<file path="src/rtl/packet_deserializer.sv">
// packet_deserializer: assembles a 51-bit serial command frame (50 packet
// bits MSB first plus one even-parity bit) into a 50-bit packet word. The
// word is offered downstream through a single-entry buffer. Framing, parity
// and overflow errors are recorded in sticky status flags.
//
// Handshake: packet_valid high means packet holds an unconsumed word that
// stays stable until it is taken. A transfer happens on any rising edge where
// packet_valid && packet_ready. A commit on that same edge reloads the buffer,
// so packet_valid stays high.
module packet_deserializer #(
  parameter int unsigned TIMEOUT = 255
) (
  input  logic        clk_in,
  input  logic        rst_n,
  input  logic        ser_en,
  input  logic        ser_valid,
  input  logic        ser_data,
  output logic [49:0] packet,
  output logic        packet_valid,
  input  logic        packet_ready,
  input  logic        clear_status,
  output logic        frame_err,
  output logic        parity_err,
  output logic        overflow,
  output logic [1:0]  state_dbg
);

  typedef enum logic [1:0] {
    IDLE  = 2'd0,
    SHIFT = 2'd1,
    TAIL  = 2'd2
  } state_t;

  localparam logic [15:0] TO_LIM = 16'(TIMEOUT);

  state_t      state, state_d;
  logic [49:0] shift_q;
  logic [5:0]  bit_cnt;
  logic        par_q;
  logic [15:0] to_cnt;
  logic        eval_ok;     // completed frame had even parity
  logic        tail_clean;  // no stray strobe seen since evaluation

  logic strobe;
  logic start, take_bit, eval, commit, to_inc, tail_bad, frame_set;
  logic load, ovf_set, par_set;

  assign strobe    = ser_en && ser_valid;
  assign state_dbg = state;

  // Commit decisions. Only a frame that reached TAIL without stray strobes counts.
  assign load    = commit && tail_clean && eval_ok && (!packet_valid || packet_ready);
  assign ovf_set = commit && tail_clean && eval_ok && packet_valid && !packet_ready;
  assign par_set = commit && tail_clean && !eval_ok;

  // State register.
  always_ff @(posedge clk_in or negedge rst_n) begin
    if (!rst_n) state <= IDLE;
    else        state <= state_d;
  end

  // Next-state and per-cycle control decode.
  always_comb begin
    state_d   = state;
    start     = 1'b0;
    take_bit  = 1'b0;
    eval      = 1'b0;
    commit    = 1'b0;
    to_inc    = 1'b0;
    tail_bad  = 1'b0;
    frame_set = 1'b0;
    case (state)
      IDLE: begin
        if (ser_en) begin
          start    = 1'b1;
          take_bit = strobe;
          state_d  = SHIFT;
        end
      end
      SHIFT: begin
        if (!ser_en) begin
          frame_set = 1'b1;
          state_d   = IDLE;
        end else if (strobe) begin
          // Counter reaching 50 means this strobe carries the parity bit.
          if (bit_cnt == 6'd50) begin
            eval    = 1'b1;
            state_d = TAIL;
          end else begin
            take_bit = 1'b1;
          end
        end else if (to_cnt == TO_LIM) begin
          frame_set = 1'b1;
          state_d   = IDLE;
        end else begin
          to_inc = 1'b1;
        end
      end
      TAIL: begin
        if (!ser_en) begin
          commit  = 1'b1;
          state_d = IDLE;
        end else if (strobe) begin
          frame_set = 1'b1;
          tail_bad  = 1'b1;
        end
      end
      default: state_d = IDLE;
    endcase
  end

  // Shift register, bit counter, running parity, gap timer and frame verdict.
  always_ff @(posedge clk_in or negedge rst_n) begin
    if (!rst_n) begin
      shift_q    <= '0;
      bit_cnt    <= '0;
      par_q      <= 1'b0;
      to_cnt     <= '0;
      eval_ok    <= 1'b0;
      tail_clean <= 1'b0;
    end else begin
      if (take_bit) shift_q <= {shift_q[48:0], ser_data};

      if (start)         bit_cnt <= {5'd0, take_bit};
      else if (take_bit) bit_cnt <= bit_cnt + 6'd1;

      if (start)         par_q <= take_bit & ser_data;
      else if (take_bit) par_q <= par_q ^ ser_data;

      if (start || strobe) to_cnt <= '0;
      else if (to_inc)     to_cnt <= to_cnt + 16'd1;

      if (eval) begin
        eval_ok    <= ~(par_q ^ ser_data);
        tail_clean <= 1'b1;
      end else if (tail_bad) begin
        tail_clean <= 1'b0;
      end
    end
  end

  // Single-entry output buffer.
  always_ff @(posedge clk_in or negedge rst_n) begin
    if (!rst_n) begin
      packet       <= '0;
      packet_valid <= 1'b0;
    end else if (load) begin
      packet       <= shift_q;
      packet_valid <= 1'b1;
    end else if (packet_valid && packet_ready) begin
      packet_valid <= 1'b0;
    end
  end

  // Sticky status flags. A new error event wins over clear_status.
  always_ff @(posedge clk_in or negedge rst_n) begin
    if (!rst_n) begin
      frame_err  <= 1'b0;
      parity_err <= 1'b0;
      overflow   <= 1'b0;
    end else begin
      if (frame_set)         frame_err <= 1'b1;
      else if (clear_status) frame_err <= 1'b0;
      if (par_set)           parity_err <= 1'b1;
      else if (clear_status) parity_err <= 1'b0;
      if (ovf_set)           overflow <= 1'b1;
      else if (clear_status) overflow <= 1'b0;
    end
  end

endmodule

</file>
<file path="config.mk">
export PLATFORM = sky130hd
export DESIGN_NAME = packet_deserializer
export DESIGN_NICKNAME = d
export VERILOG_FILES = /design/src/rtl/packet_deserializer.sv
export SDC_FILE = /design/constraint.sdc
export NUM_CORES = 1
export LEC_CHECK = 0
export BUFFER_PORTS_ARGS = -buffer_cell sky130_fd_sc_hd__clkbuf_2
export CORE_ASPECT_RATIO = 1.25
export CORE_UTILIZATION = 55
export DETAILED_ROUTE_END_ITERATION = 6
export PLACE_DENSITY = 0.81
export SETUP_SLACK_MARGIN = 0.15
export SLEW_MARGIN = 25
export SYNTH_ARGS = -nofsm -noshare
export SYNTH_HDL_FRONTEND = slang
export SYNTH_SLANG_ARGS = --single-unit
</file>
<file path="constraint.sdc">
create_clock -name clk_in -period 2.6 [get_ports clk_in]
set_clock_uncertainty 0.15 [all_clocks]
set_input_delay 0.39 -clock clk_in [delete_from_list [all_inputs] [get_ports clk_in]]
set_output_delay 0.39 -clock clk_in [all_outputs]
set_load 0.02 [all_outputs]
</file>
==> Word-level counts from Yosys, hierarchy flattened <==
Index checks and enable logic that the tools add are counted.
{ "op_classes": {"addsub": 2, "n_mul": 0, "div": 0, "order_cmp": 0, "n_eq_ne": 8, "n_shift": 0, "n_mux": 45, "n_bitwise": 3, "reduce_logical": 22} }
{ "op_table": {"columns": ["op", "n"], "rows": [
  ["$mux 1", 32],
  ["$mux 16", 2],
  ["$add 16x1->16 const B", 1],
  ["$eq 16x8->1 const B", 1],
  ["$reduce_bool 2->1", 7],
  ["$mux 2", 6],
  ["$mux 6", 2],
  ["$logic_and 1x1->1", 8],
  ["$ne 4x4->1 const B", 2],
  ["$add 6x1->6 const B", 1],
  ["$eq 6x6->1 const B", 1],
  ["$pmux 2 s3", 1],
  ["$ne 2x2->1 const B", 2],
  ["$pmux 1 s2", 2],
  ["$reduce_and 4->1", 1],
  ["$logic_not 1->1", 3],
  ["$eq 2x1->1 const B", 1],
  ["$eq 2x2->1 const B", 1],
  ["$logic_not 2->1", 1],
  ["$logic_or 1x1->1", 2],
  ["$and 1x1->1", 1],
  ["$not 1->1", 1],
  ["$xor 1x1->1", 1]
]} }
{ "totals": {"register_bits": 131, "latchBits": 0, "ram_bits": 0, "mem_bits_ro": 0, "inputBits": 7, "output_inout_bits": 56, "word_cells": 92, "memories": 0} }

==> Depth between registers and ports, before layout <==
Gate-level depths: netlist of run 1.
{ "depth": {"depth_word": 7, "depth_mapped": 8, "depth_no_buf": 6} }

==> Worst setup path before layout of run 1 <==
No wires, ideal clock.
{ "synth_path": {"path_kind": "register -> register", "startpoint": "reg state[1] (netlist: state_dbg[1])", "endpoint": "reg shift_q[44]", "setup_time_ns": 0.125, "arrival_time_ns": 2.064, "required_ns": 2.325, "setup_slack_ns": 0.261, "stages_incl_launch_ff": 8, "path_buffers": 2, "synth_period_minus_slack_ns": 2.339, "cell_sequence": "dfrtp_1 -> inv_1 -> ha_1 -> clkbuf_1 -> o211ai_1 -> a41oi_2 -> clkbuf_1 -> mux2_2"} }
{ "synth_between": {"elab_chain_len": 2, "word_cells_on_any_way": 3, "cone_classes": "eq/ne (1); mux (1); reduce/logical (1)"} }
{ "synth_lines": {"columns": ["element", "line", "rtl"], "rows": [
  ["start, declared", "36", "state_t state, state_d;"],
  ["start signal, assigned", "59", "else state <= state_d;"],
  ["$eq 2x1->1 / $logic_not 2->1 (equally long branches)", "72", "case (state)"],
  ["$pmux 1 s2 *", "72", null],
  ["end signal, assigned", "122", "if (take_bit) shift_q <= {shift_q[48:0], ser_data};"],
  ["end, declared", "37", "logic [49:0] shift_q;"]
]} }
Every way passes the cells marked *; elsewhere a longest branch is shown, timed or not.
A chain may end at the register's enable or synchronous reset.

==> Worst setup path in the final report of run 1 <==
{ "layout_path": {"startpoint": "reg state[1] (netlist: state_dbg[1])", "endpoint": "reg to_cnt[7]"} }
{ "layout_between": {"elab_chain_len": 4, "word_cells_on_any_way": 7, "cone_classes": "eq/ne (1); mux (3); reduce/logical (3)"} }
{ "layout_lines": {"columns": ["element", "line", "rtl"], "rows": [
  ["$logic_not 2->1", "72", null],
  ["$mux 1", "72", null],
  ["$logic_or 1x1->1", "130", "if (start || strobe) to_cnt <= '0;"],
  ["$mux 16 / $reduce_bool 2->1 (equally long branches)", null, null],
  ["end signal, assigned", "131", "else if (to_inc) to_cnt <= to_cnt + 16'd1;"],
  ["end, declared", "40", "logic [15:0] to_cnt;"]
]} }
Parallel ways exist; a longest one is shown, timed or not.

==> impl_results.html, run 1 <==
<table>
<tr><th>Metric</th><th>Value</th></tr>
<tr><th colspan="2">Timing</th></tr>
<tr><td>Final-report setup violation count</td><td>0</td></tr>
<tr><td>Final-layout setup total negative slack</td><td>0 ns</td></tr>
<tr><td>Max-slew violation count</td><td>0</td></tr>
<tr><td>Final critical path time including I/O delays and setup</td><td>2.297 ns</td></tr>
<tr><td>Maximum achievable frequency</td><td>435.4 MHz</td></tr>
<tr><td>Count of final hold-check violations</td><td>0</td></tr>
<tr><td>Smallest hold slack</td><td>0.06039 ns</td></tr>
<tr><td>Max-Slew Margin vs Limit</td><td>0.5932</td></tr>
<tr><td>Slew at the pin closest to its max-slew limit</td><td>0.6046 ns</td></tr>
<tr><td>Final cycle utilization of the critical path</td><td>0.8834</td></tr>
<tr><td>RSZ-0062 raised after global routing</td><td>no</td></tr>
<tr><th colspan="2">Die</th></tr>
<tr><td>Die Wd</td><td>90.94 µm</td></tr>
<tr><td>Std cell rows</td><td>40</td></tr>
<tr><td>Area inside the core boundary</td><td>9609 µm²</td></tr>
<tr><td>Initial core utilization</td><td>0.5659</td></tr>
<tr><td>Io pins</td><td>63</td></tr>
<tr><td>Die span in y</td><td>113.2 µm</td></tr>
<tr><td>Total Die Area</td><td>10290 µm²</td></tr>
<tr><th colspan="2">Logic synthesis</th></tr>
<tr><td>Largest family of logic cells by synthesized area</td><td>multiplexers</td></tr>
<tr><td>Synth Register Bits</td><td>131</td></tr>
<tr><td>Synthesized Nets</td><td>408</td></tr>
<tr><td>Post-Synthesis Cells</td><td>394</td></tr>
<tr><td>Post-Synth XOR/XNOR Area</td><td>0.01127</td></tr>
<tr><td>Largest cells by area after synthesis</td><td>sky130_fd_sc_hd__dfrtp_1 60%, sky130_fd_sc_hd__mux2_2 21%, sky130_fd_sc_hd__a21oi_1 1.7%, sky130_fd_sc_hd__ha_1 1.6%, sky130_fd_sc_hd__nand3_1 1.3%</td></tr>
<tr><td>Mux share of post-synthesis cell area</td><td>0.2131</td></tr>
<tr><td>Area share of and/or/nand/nor cells after synthesis</td><td>0.07478</td></tr>
<tr><td>Part of the Yosys area used for sequential elements</td><td>0.6029</td></tr>
<tr><td>Cell area after technology mapping</td><td>5438 µm²</td></tr>
<tr><td>Primary flip-flop cell chosen by synthesis mapping</td><td>sky130_fd_sc_hd__dfrtp_1</td></tr>
<tr><td>Count of warnings emitted by yosys</td><td>0</td></tr>
<tr><td>Number of enable flip-flop cells after synthesis</td><td>0</td></tr>
<tr><td>Share of synthesized cell area in full adder, half adder and majority cells</td><td>0.01611</td></tr>
<tr><td>Avg Inst Size Synth</td><td>13.80 µm²</td></tr>
<tr><td>Top cell type by total area after synthesis</td><td>sky130_fd_sc_hd__dfrtp_1</td></tr>
<tr><td>Area share of the largest cell type after synthesis</td><td>0.6029</td></tr>
<tr><td>Share of synthesized registers carrying an async set or reset</td><td>1.000</td></tr>
<tr><td>Netlist cell types</td><td>47</td></tr>
<tr><td>Synth Area in Compound Gates</td><td>0.06075</td></tr>
<tr><th colspan="2">Clock network</th></tr>
<tr><td>Number of clock buffers inserted by TritonCTS</td><td>17</td></tr>
<tr><td>Post-CTS repair timing setup buffer count</td><td>0</td></tr>
<tr><td>Clk Tree Root Cell</td><td>sky130_fd_sc_hd__clkbuf_16</td></tr>
<tr><td>Number of sinks handled by clock tree synthesis</td><td>131</td></tr>
<tr><td>Register clock-pin slew on the reported worst setup and hold paths</td><td>0.06 ns</td></tr>
<tr><td>TritonCTS clock tree</td><td>built</td></tr>
<tr><td>Buffer depth of the longest clock path</td><td>2</td></tr>
<tr><td>H-tree depth reported by CTS</td><td>4</td></tr>
<tr><td>Clock insertion delay at the later pin of the skew report</td><td>0.41 ns</td></tr>
<tr><th colspan="2">GRT</th></tr>
<tr><td>Sum of overflow across all layers after global routing</td><td>0</td></tr>
<tr><td>Pin count of the biggest net entering global routing</td><td>78</td></tr>
<tr><td>Number of antenna violations at the first check in global routing</td><td>0</td></tr>
<tr><td>Wire length of the first global-routing pass</td><td>16.82 mm</td></tr>
<tr><td>GRT Total Usage</td><td>0.2110</td></tr>
<tr><td>Via count of the first global-routing pass</td><td>3473</td></tr>
<tr><th colspan="2">Worst setup path</th></tr>
<tr><td>Nature of the critical path startpoint</td><td>flop</td></tr>
<tr><td>Crit path required time</td><td>2.79 ns</td></tr>
<tr><td>Arrival time at the worst endpoint</td><td>2.48 ns</td></tr>
<tr><td>CP Class</td><td>flop to flop</td></tr>
<tr><td>Maximum net fanout on the critical path</td><td>15</td></tr>
<tr><td>Critical Path Sink Type</td><td>flop</td></tr>
<tr><th colspan="2">Run</th></tr>
<tr><td>Reported max-cap violation count</td><td>0</td></tr>
<tr><th colspan="2">Placed design</th></tr>
<tr><td>HPWL after DPL</td><td>6.129 mm</td></tr>
<tr><td>Final RePlAce weighted congestion</td><td>0.8092</td></tr>
<tr><td>Buffers on Ports</td><td>62</td></tr>
<tr><th colspan="2">Route</th></tr>
<tr><td>Post-detailed-route count of antenna-violating nets</td><td>0</td></tr>
<tr><td>Overall via count from detail_route</td><td>3420</td></tr>
<tr><td>Via density</td><td>5.634</td></tr>
<tr><td>DRC violations left</td><td>0</td></tr>
<tr><td>Final wirelength</td><td>9.875 mm</td></tr>
<tr><td>Starting DRT DRC Count</td><td>234</td></tr>
<tr><td>Number of detailed-routing iterations run before antenna repair</td><td>4</td></tr>
<tr><td>Mean routed wirelength per cell</td><td>16.27 µm</td></tr>
<tr><th colspan="2">Final layout</th></tr>
<tr><td>Area growth syn-to-layout</td><td>21.97%</td></tr>
<tr><td>Number of antenna diodes</td><td>0</td></tr>
<tr><td>Net count reported at finish</td><td>482</td></tr>
<tr><td>Fraction of layout instances using a drive strength above 1</td><td>0.4553</td></tr>
<tr><th colspan="2">Power and ir drop</th></tr>
<tr><td>Power density relative to cell area</td><td>838.3 nW/µm²</td></tr>
<tr><td>Leakage</td><td>3.296 nW</td></tr>
<tr><td>Maximum vdd drop</td><td>565.8 µV</td></tr>
<tr><th colspan="2">Worst hold path</th></tr>
<tr><td>Path type of the worst min-delay path</td><td>input pin to flop</td></tr>
<tr><th colspan="2">Status</th></tr>
<tr><td>Run status</td><td>completed</td></tr>
</table>
-- final timing paths --
path | slack [ns] | endpoint | cells past startpoint | startpoint
max | 0.30 | to_cnt[7]$_DFFE_PN0P_ | 7 | state_dbg[1]$_DFFE_PN0P_
min | 0.06 | parity_err$_DFFE_PN0P_ | 2 | clear_status
max reg2reg | 0.30 | to_cnt[7]$_DFFE_PN0P_ | 7 | state_dbg[1]$_DFFE_PN0P_
min reg2reg | 0.35 | packet[10]$_DFFE_PN0P_ | 1 | packet[10]$_DFFE_PN0P_
max in group asynchronous | 1.55 | packet[44]$_DFFE_PN0P_ | 3 | rst_n
min in group asynchronous | 0.38 | parity_err$_DFFE_PN0P_ | 3 | rst_n
-- cells by family after synthesis --
logic type	after synthesis
adders and majority gates	7
buffers and inverters	27
muxes	103
AOI/OAI and AO/OA	49
and+or+nand+nor	70
xor gates and xnor gates	7
DFF	131
-- layout by cell type (no fill, tap or decap), types with 4 or more instances in the layout --
cell type                     n
sky130_fd_sc_hd__dfrtp_1    131
sky130_fd_sc_hd__mux2_2     101
sky130_fd_sc_hd__clkbuf_2    61
sky130_fd_sc_hd__a21oi_1     18
sky130_fd_sc_hd__nand2_1     18
sky130_fd_sc_hd__clkbuf_16   17
sky130_fd_sc_hd__nand3_1     14
sky130_fd_sc_hd__o21ai_0     11
sky130_fd_sc_hd__inv_1        9
sky130_fd_sc_hd__buf_4        7
sky130_fd_sc_hd__ha_1         6
sky130_fd_sc_hd__xor2_1       5
sky130_fd_sc_hd__or3_2        5
sky130_fd_sc_hd__bufinv_16    5
sky130_fd_sc_hd__or4_1        4
sky130_fd_sc_hd__nor2_1       4
sky130_fd_sc_hd__o31ai_1      4
sky130_fd_sc_hd__buf_12       4
-- flip-flops by register name, indices dropped and copies added, names as in the netlist --
| register | cells |
|---|---|
| bit_cnt | 6 |
| eval_ok | 1 |
| frame_err | 1 |
| overflow | 1 |
| packet | 50 |
| packet_valid | 1 |
| par_q | 1 |
| parity_err | 1 |
| shift_q | 50 |
| state_dbg | 2 |
| tail_clean | 1 |
| to_cnt | 16 |
-- power breakdown --
part | leakage, nW | internal, mW | switching [mW]
Clock | 0.315 | 1.73 | 0.880
Combinational | 1.18 | 0.283 | 0.332
Sequential | 1.81 | 2.20 | 0.131
Total | 3.30 | 4.22 | 1.34
-- cell usage after synthesis, types with 3 or more instances --
cell / n
sky130_fd_sc_hd__dfrtp_1: 131
sky130_fd_sc_hd__nand2_1: 18
sky130_fd_sc_hd__o21ai_0: 11
sky130_fd_sc_hd__or4_1: 4
sky130_fd_sc_hd__o211ai_1: 3
sky130_fd_sc_hd__inv_1: 9
sky130_fd_sc_hd__clkbuf_1: 8
sky130_fd_sc_hd__nand3_1: 14
sky130_fd_sc_hd__buf_2: 5
sky130_fd_sc_hd__o31ai_1: 4
sky130_fd_sc_hd__or3_2: 5
sky130_fd_sc_hd__buf_1: 4
sky130_fd_sc_hd__xor2_1: 5
sky130_fd_sc_hd__nor2_1: 4
sky130_fd_sc_hd__nand4b_1: 3
sky130_fd_sc_hd__or3_1: 3
sky130_fd_sc_hd__mux2_2: 101
sky130_fd_sc_hd__a21oi_1: 18
sky130_fd_sc_hd__ha_1: 7
-- final cells by class --
class | instances | area, µm²
inverters | 9 | 33.78
fillers | 692 | 2977
multi-input cells | 236 | 2066
flip-flops and latches | 131 | 3278
well taps | 126 | 157.7
clock inverters | 12 | 202.7
clock buffers | 20 | 446.7
repair buffers | 73 | 447.9
-- metal layers --
| layer | up-vias | global-route usage | share of wire | wire (µm) |
|---|---|---|---|---|
| met1 | 1750 | 0.2570 | 0.42 | 4189 |
| met4 | 0 | 0.08995 | 0.017 | 167 |
| met2 | 71 | 0.3455 | 0.51 | 5008 |
| li1 | 1579 | - | - | - |
| met3 | 20 | 0.07056 | 0.052 | 509 |
| met5 | - | 0 | 0 | 0 |
-- what timing repair did --
action                                  in CTS  in global routing
endpoints found under the setup margin       0                  1
resized for setup                            0                  1
endpoints found under the hold margin      131                  0
hold buffers                                 1                  0
-- critical path, stage by stage, from the launching register on --
cell	delay [ns]
sky130_fd_sc_hd__dfrtp_1	0.41
sky130_fd_sc_hd__inv_1	0.11
sky130_fd_sc_hd__ha_2	0.28
sky130_fd_sc_hd__and3b_1	0.23
sky130_fd_sc_hd__o41ai_4	0.10
sky130_fd_sc_hd__buf_4	0.19
sky130_fd_sc_hd__or4_2	0.61
sky130_fd_sc_hd__a21oi_1	0.15
-- stage by stage --
step / cell area [µm²] / cells / total power [mW] / setup slack (ns) / utilization
final: 6633 / 607 / 5.560 / 0.3030 / 0.6902
after global placement: 5971 / 574 / 2.930 / 0.3404 / 0.6214
after CTS: 6630 / 607 / 5.605 / 0.2440 / 0.6900
after detailed placement: 5971 / 574 / 2.963 / 0.2799 / 0.6214
after global routing: 6633 / 607 / 5.779 / 0.1851 / 0.6902
after floorplan: 5438 / 394 / 2.748 / 0.2615 / -
Note: power is estimated with default switching activity, not from simulation.
==> inputs of run 2 (changes only) <==
--- a/config.mk
+++ b/config.mk
@@ -9,7 +9,7 @@
 export CORE_ASPECT_RATIO = 1.25
 export CORE_UTILIZATION = 55
 export DETAILED_ROUTE_END_ITERATION = 6
-export PLACE_DENSITY = 0.81
+export PLACE_DENSITY = 0.76
 export SETUP_SLACK_MARGIN = 0.15
 export SLEW_MARGIN = 25
 export SYNTH_ARGS = -nofsm -noshare
==> impl_results.html, run 2 (synthesized netlist as in run 1, its figures left out) <==
<table>
<tr><th>Metric</th><th>Value</th></tr>
<tr><th colspan="2">Route</th></tr>
<tr><td>DRC violations left</td><td>0 (unchanged)</td></tr>
<tr><td>Number of detailed-routing iterations run before antenna repair</td><td>4 (unchanged)</td></tr>
<tr><td>Mean routed wirelength per cell</td><td>16.36 µm (was 16.27 µm)</td></tr>
<tr><td>Final wirelength</td><td>9.963 mm (was 9.875 mm)</td></tr>
<tr><td>Post-detailed-route count of antenna-violating nets</td><td>0 (unchanged)</td></tr>
<tr><td>Uppermost routed layer</td><td>met4 (unchanged)</td></tr>
<tr><td>Met2 wire length</td><td>4.932 mm (was 5.008 mm)</td></tr>
<tr><td>Starting DRT DRC Count</td><td>138 (was 234)</td></tr>
<tr><td>Met1 Routed Length</td><td>4.350 mm (was 4.189 mm)</td></tr>
<tr><td>Via density</td><td>5.581 (was 5.634)</td></tr>
<tr><td>Overall via count from detail_route</td><td>3399 (was 3420)</td></tr>
<tr><td>Met3 routed WL</td><td>514 µm (was 509 µm)</td></tr>
<tr><th colspan="2">Power and ir drop</th></tr>
<tr><td>Maximum vdd drop</td><td>579.2 µV (was 565.8 µV)</td></tr>
<tr><td>Leakage</td><td>3.293 nW (was 3.296 nW)</td></tr>
<tr><td>Power density relative to cell area</td><td>817.9 nW/µm² (was 838.3 nW/µm²)</td></tr>
<tr><th colspan="2">Worst setup path</th></tr>
<tr><td>Arrival time at the worst endpoint</td><td>2.52 ns (was 2.48 ns)</td></tr>
<tr><td>Maximum net fanout on the critical path</td><td>8 (was 15)</td></tr>
<tr><td>Crit path required time</td><td>2.77 ns (was 2.79 ns)</td></tr>
<tr><td>Nature of the critical path startpoint</td><td>flop (unchanged)</td></tr>
<tr><td>Critical Path Sink Type</td><td>flop (unchanged)</td></tr>
<tr><td>CP Class</td><td>flop to flop (unchanged)</td></tr>
<tr><th colspan="2">Timing</th></tr>
<tr><td>Max-slew violation count</td><td>0 (unchanged)</td></tr>
<tr><td>Smallest hold slack</td><td>0.04842 ns (was 0.06039 ns)</td></tr>
<tr><td>RSZ-0062 raised after global routing</td><td>no (unchanged)</td></tr>
<tr><td>Final critical path time including I/O delays and setup</td><td>2.351 ns (was 2.297 ns)</td></tr>
<tr><td>Maximum achievable frequency</td><td>425.4 MHz (was 435.4 MHz)</td></tr>
<tr><td>Count of final hold-check violations</td><td>0 (unchanged)</td></tr>
<tr><td>Final-layout setup total negative slack</td><td>0 ns (unchanged)</td></tr>
<tr><td>Max-Slew Margin vs Limit</td><td>0.5302 (was 0.5932)</td></tr>
<tr><td>Final-report setup violation count</td><td>0 (unchanged)</td></tr>
<tr><td>Final cycle utilization of the critical path</td><td>0.9041 (was 0.8834)</td></tr>
<tr><td>Slew at the pin closest to its max-slew limit</td><td>0.7031 ns (was 0.6046 ns)</td></tr>
<tr><th colspan="2">Worst hold path</th></tr>
<tr><td>Path type of the worst min-delay path</td><td>input pin to flop (unchanged)</td></tr>
<tr><th colspan="2">Final layout</th></tr>
<tr><td>Number of antenna diodes</td><td>0 (unchanged)</td></tr>
<tr><td>Net count reported at finish</td><td>485 (was 482)</td></tr>
<tr><td>Fraction of the core area covered by cells at the end of the flow</td><td>0.6898 (was 0.6902)</td></tr>
<tr><td>Fraction of layout instances using a drive strength above 1</td><td>0.4596 (was 0.4553)</td></tr>
<tr><td>Final instance count without filler cells</td><td>609 (was 607)</td></tr>
<tr><td>Total non-filler cell area in the finished layout</td><td>6629 µm² (was 6633 µm²)</td></tr>
<tr><td>Most common cell after layout, fill and taps aside</td><td>sky130_fd_sc_hd__dfrtp_1 (unchanged)</td></tr>
<tr><td>Top library cells by usage in the layout, fill and taps aside</td><td>131 x sky130_fd_sc_hd__dfrtp_1, 101 x sky130_fd_sc_hd__mux2_2, 61 x sky130_fd_sc_hd__clkbuf_2, 18 x sky130_fd_sc_hd__a21oi_1, 18 x sky130_fd_sc_hd__nand2_1 (unchanged)</td></tr>
<tr><td>Largest registers</td><td>packet (50), shift_q (50), to_cnt (16) (unchanged)</td></tr>
<tr><td>Area growth syn-to-layout</td><td>21.91% (was 21.97%)</td></tr>
<tr><th colspan="2">Placed design</th></tr>
<tr><td>Buffers on Ports</td><td>62 (unchanged)</td></tr>
<tr><td>Total placed instance area</td><td>5963 µm² (was 5971 µm²)</td></tr>
<tr><td>Number of placed instances, taps included</td><td>573 (was 574)</td></tr>
<tr><td>Final RePlAce weighted congestion</td><td>0.7727 (was 0.8092)</td></tr>
<tr><td>HPWL after DPL</td><td>6.415 mm (was 6.129 mm)</td></tr>
<tr><th colspan="2">Run</th></tr>
<tr><td>Reported max-cap violation count</td><td>0 (unchanged)</td></tr>
<tr><th colspan="2">Status</th></tr>
<tr><td>Run status</td><td>completed (unchanged)</td></tr>
<tr><th colspan="2">GRT</th></tr>
<tr><td>Wire length of the first global-routing pass</td><td>16.96 mm (was 16.82 mm)</td></tr>
<tr><td>Sum of overflow across all layers after global routing</td><td>0 (unchanged)</td></tr>
<tr><td>Via count of the first global-routing pass</td><td>3513 (was 3473)</td></tr>
<tr><td>GRT Total Usage</td><td>0.2106 (was 0.2110)</td></tr>
<tr><td>Pin count of the biggest net entering global routing</td><td>55 (was 78)</td></tr>
<tr><td>Number of antenna violations at the first check in global routing</td><td>0 (unchanged)</td></tr>
<tr><th colspan="2">Die</th></tr>
<tr><td>Die Wd</td><td>90.94 µm (unchanged)</td></tr>
<tr><td>Io pins</td><td>63 (unchanged)</td></tr>
<tr><td>Total Die Area</td><td>10290 µm² (unchanged)</td></tr>
<tr><td>Std cell rows</td><td>40 (unchanged)</td></tr>
<tr><td>Area inside the core boundary</td><td>9609 µm² (unchanged)</td></tr>
<tr><td>Die span in y</td><td>113.2 µm (unchanged)</td></tr>
<tr><td>Initial core utilization</td><td>0.5659 (unchanged)</td></tr>
<tr><th colspan="2">Clock network</th></tr>
<tr><td>TritonCTS clock tree</td><td>built (unchanged)</td></tr>
<tr><td>Number of sinks handled by clock tree synthesis</td><td>131 (unchanged)</td></tr>
<tr><td>Clk Tree Root Cell</td><td>sky130_fd_sc_hd__clkbuf_16 (unchanged)</td></tr>
<tr><td>Buffer depth of the longest clock path</td><td>2 (unchanged)</td></tr>
<tr><td>Register clock-pin slew on the reported worst setup and hold paths</td><td>0.05 ns (was 0.06 ns)</td></tr>
<tr><td>H-tree depth reported by CTS</td><td>4 (unchanged)</td></tr>
<tr><td>Clock insertion delay at the later pin of the skew report</td><td>0.41 ns (about the same)</td></tr>
<tr><td>Number of clock buffers inserted by TritonCTS</td><td>17 (unchanged)</td></tr>
</table>
-- run 2: changes by cell type in the layout (fill, tap and decap cells not counted) --
cell,change
sky130_fd_sc_hd__clkinvlp_4,+1
sky130_fd_sc_hd__clkbuf_1,-1
sky130_fd_sc_hd__buf_4,+3
sky130_fd_sc_hd__bufinv_16,-1
-- run 2: final cells by class --
class	instances	area [µm²]
Clock inverter	12	180.2
Clock buffer	19	442.9
Inverter	9	33.78
Sequential cell	131	3278
Tap cell	126	157.7
Fill cell	685	2980
Timing Repair Buffer	76	470.5
Multi-Input combinational cell	236	2066
-- run 2: timing repair --
action	4_1_cts	5_1_grt
resized for setup	0	1
hold endpoints to repair	41	0
endpoints found under the setup margin	0	4
hold buffers	1	0
setup buffers	0	4
-- run 2: stage by stage --
step | setup WS [ns] | power (mW)
CTS | 0.1916 | 5.469
detailed placement | 0.2036 | 2.963
global route | 0.1375 | 5.636
global placement | 0.3362 | 2.927
floorplan | 0.2615 | 2.748
finish | 0.2493 | 5.422
-- run 2: path summary, 6_finish.rpt --
kind / cells past startpoint / endpoint / slack (ns) / start
min reg2reg: 1 / packet[6]$_DFFE_PN0P_ / 0.35 / packet[6]$_DFFE_PN0P_
max: 6 / to_cnt[15]$_DFFE_PN0P_ / 0.25 / state_dbg[1]$_DFFE_PN0P_
min in group asynchronous: 2 / to_cnt[11]$_DFFE_PN0P_ / 0.38 / rst_n
min: 2 / parity_err$_DFFE_PN0P_ / 0.05 / clear_status
max in group asynchronous: 3 / shift_q[33]$_DFFE_PN0P_ / 1.24 / rst_n
max reg2reg: 6 / to_cnt[15]$_DFFE_PN0P_ / 0.25 / state_dbg[1]$_DFFE_PN0P_
-- run 2: report_power, final --
part	internal, mW	switching [mW]	leakage, nW
Clock	1.63	0.861	0.300
Sequential	2.20	0.127	1.81
Combinational	0.276	0.327	1.19
Total	4.11	1.31	3.29
-- run 2: critical path: stages, from the launching register on --
cell	delay (ns)
sky130_fd_sc_hd__dfrtp_1	0.40
sky130_fd_sc_hd__inv_1	0.11
sky130_fd_sc_hd__ha_2	0.27
sky130_fd_sc_hd__nand4b_1	0.29
sky130_fd_sc_hd__or4_1	0.54
sky130_fd_sc_hd__or3_1	0.33
sky130_fd_sc_hd__a21oi_1	0.16
-- run 2: routing by layer --
metal	up-vias	track usage
met1	1714	0.2656
met5	-	0
met4	0	0.09947
met2	91	0.3379
met3	12	0.05981
li1	1582	-
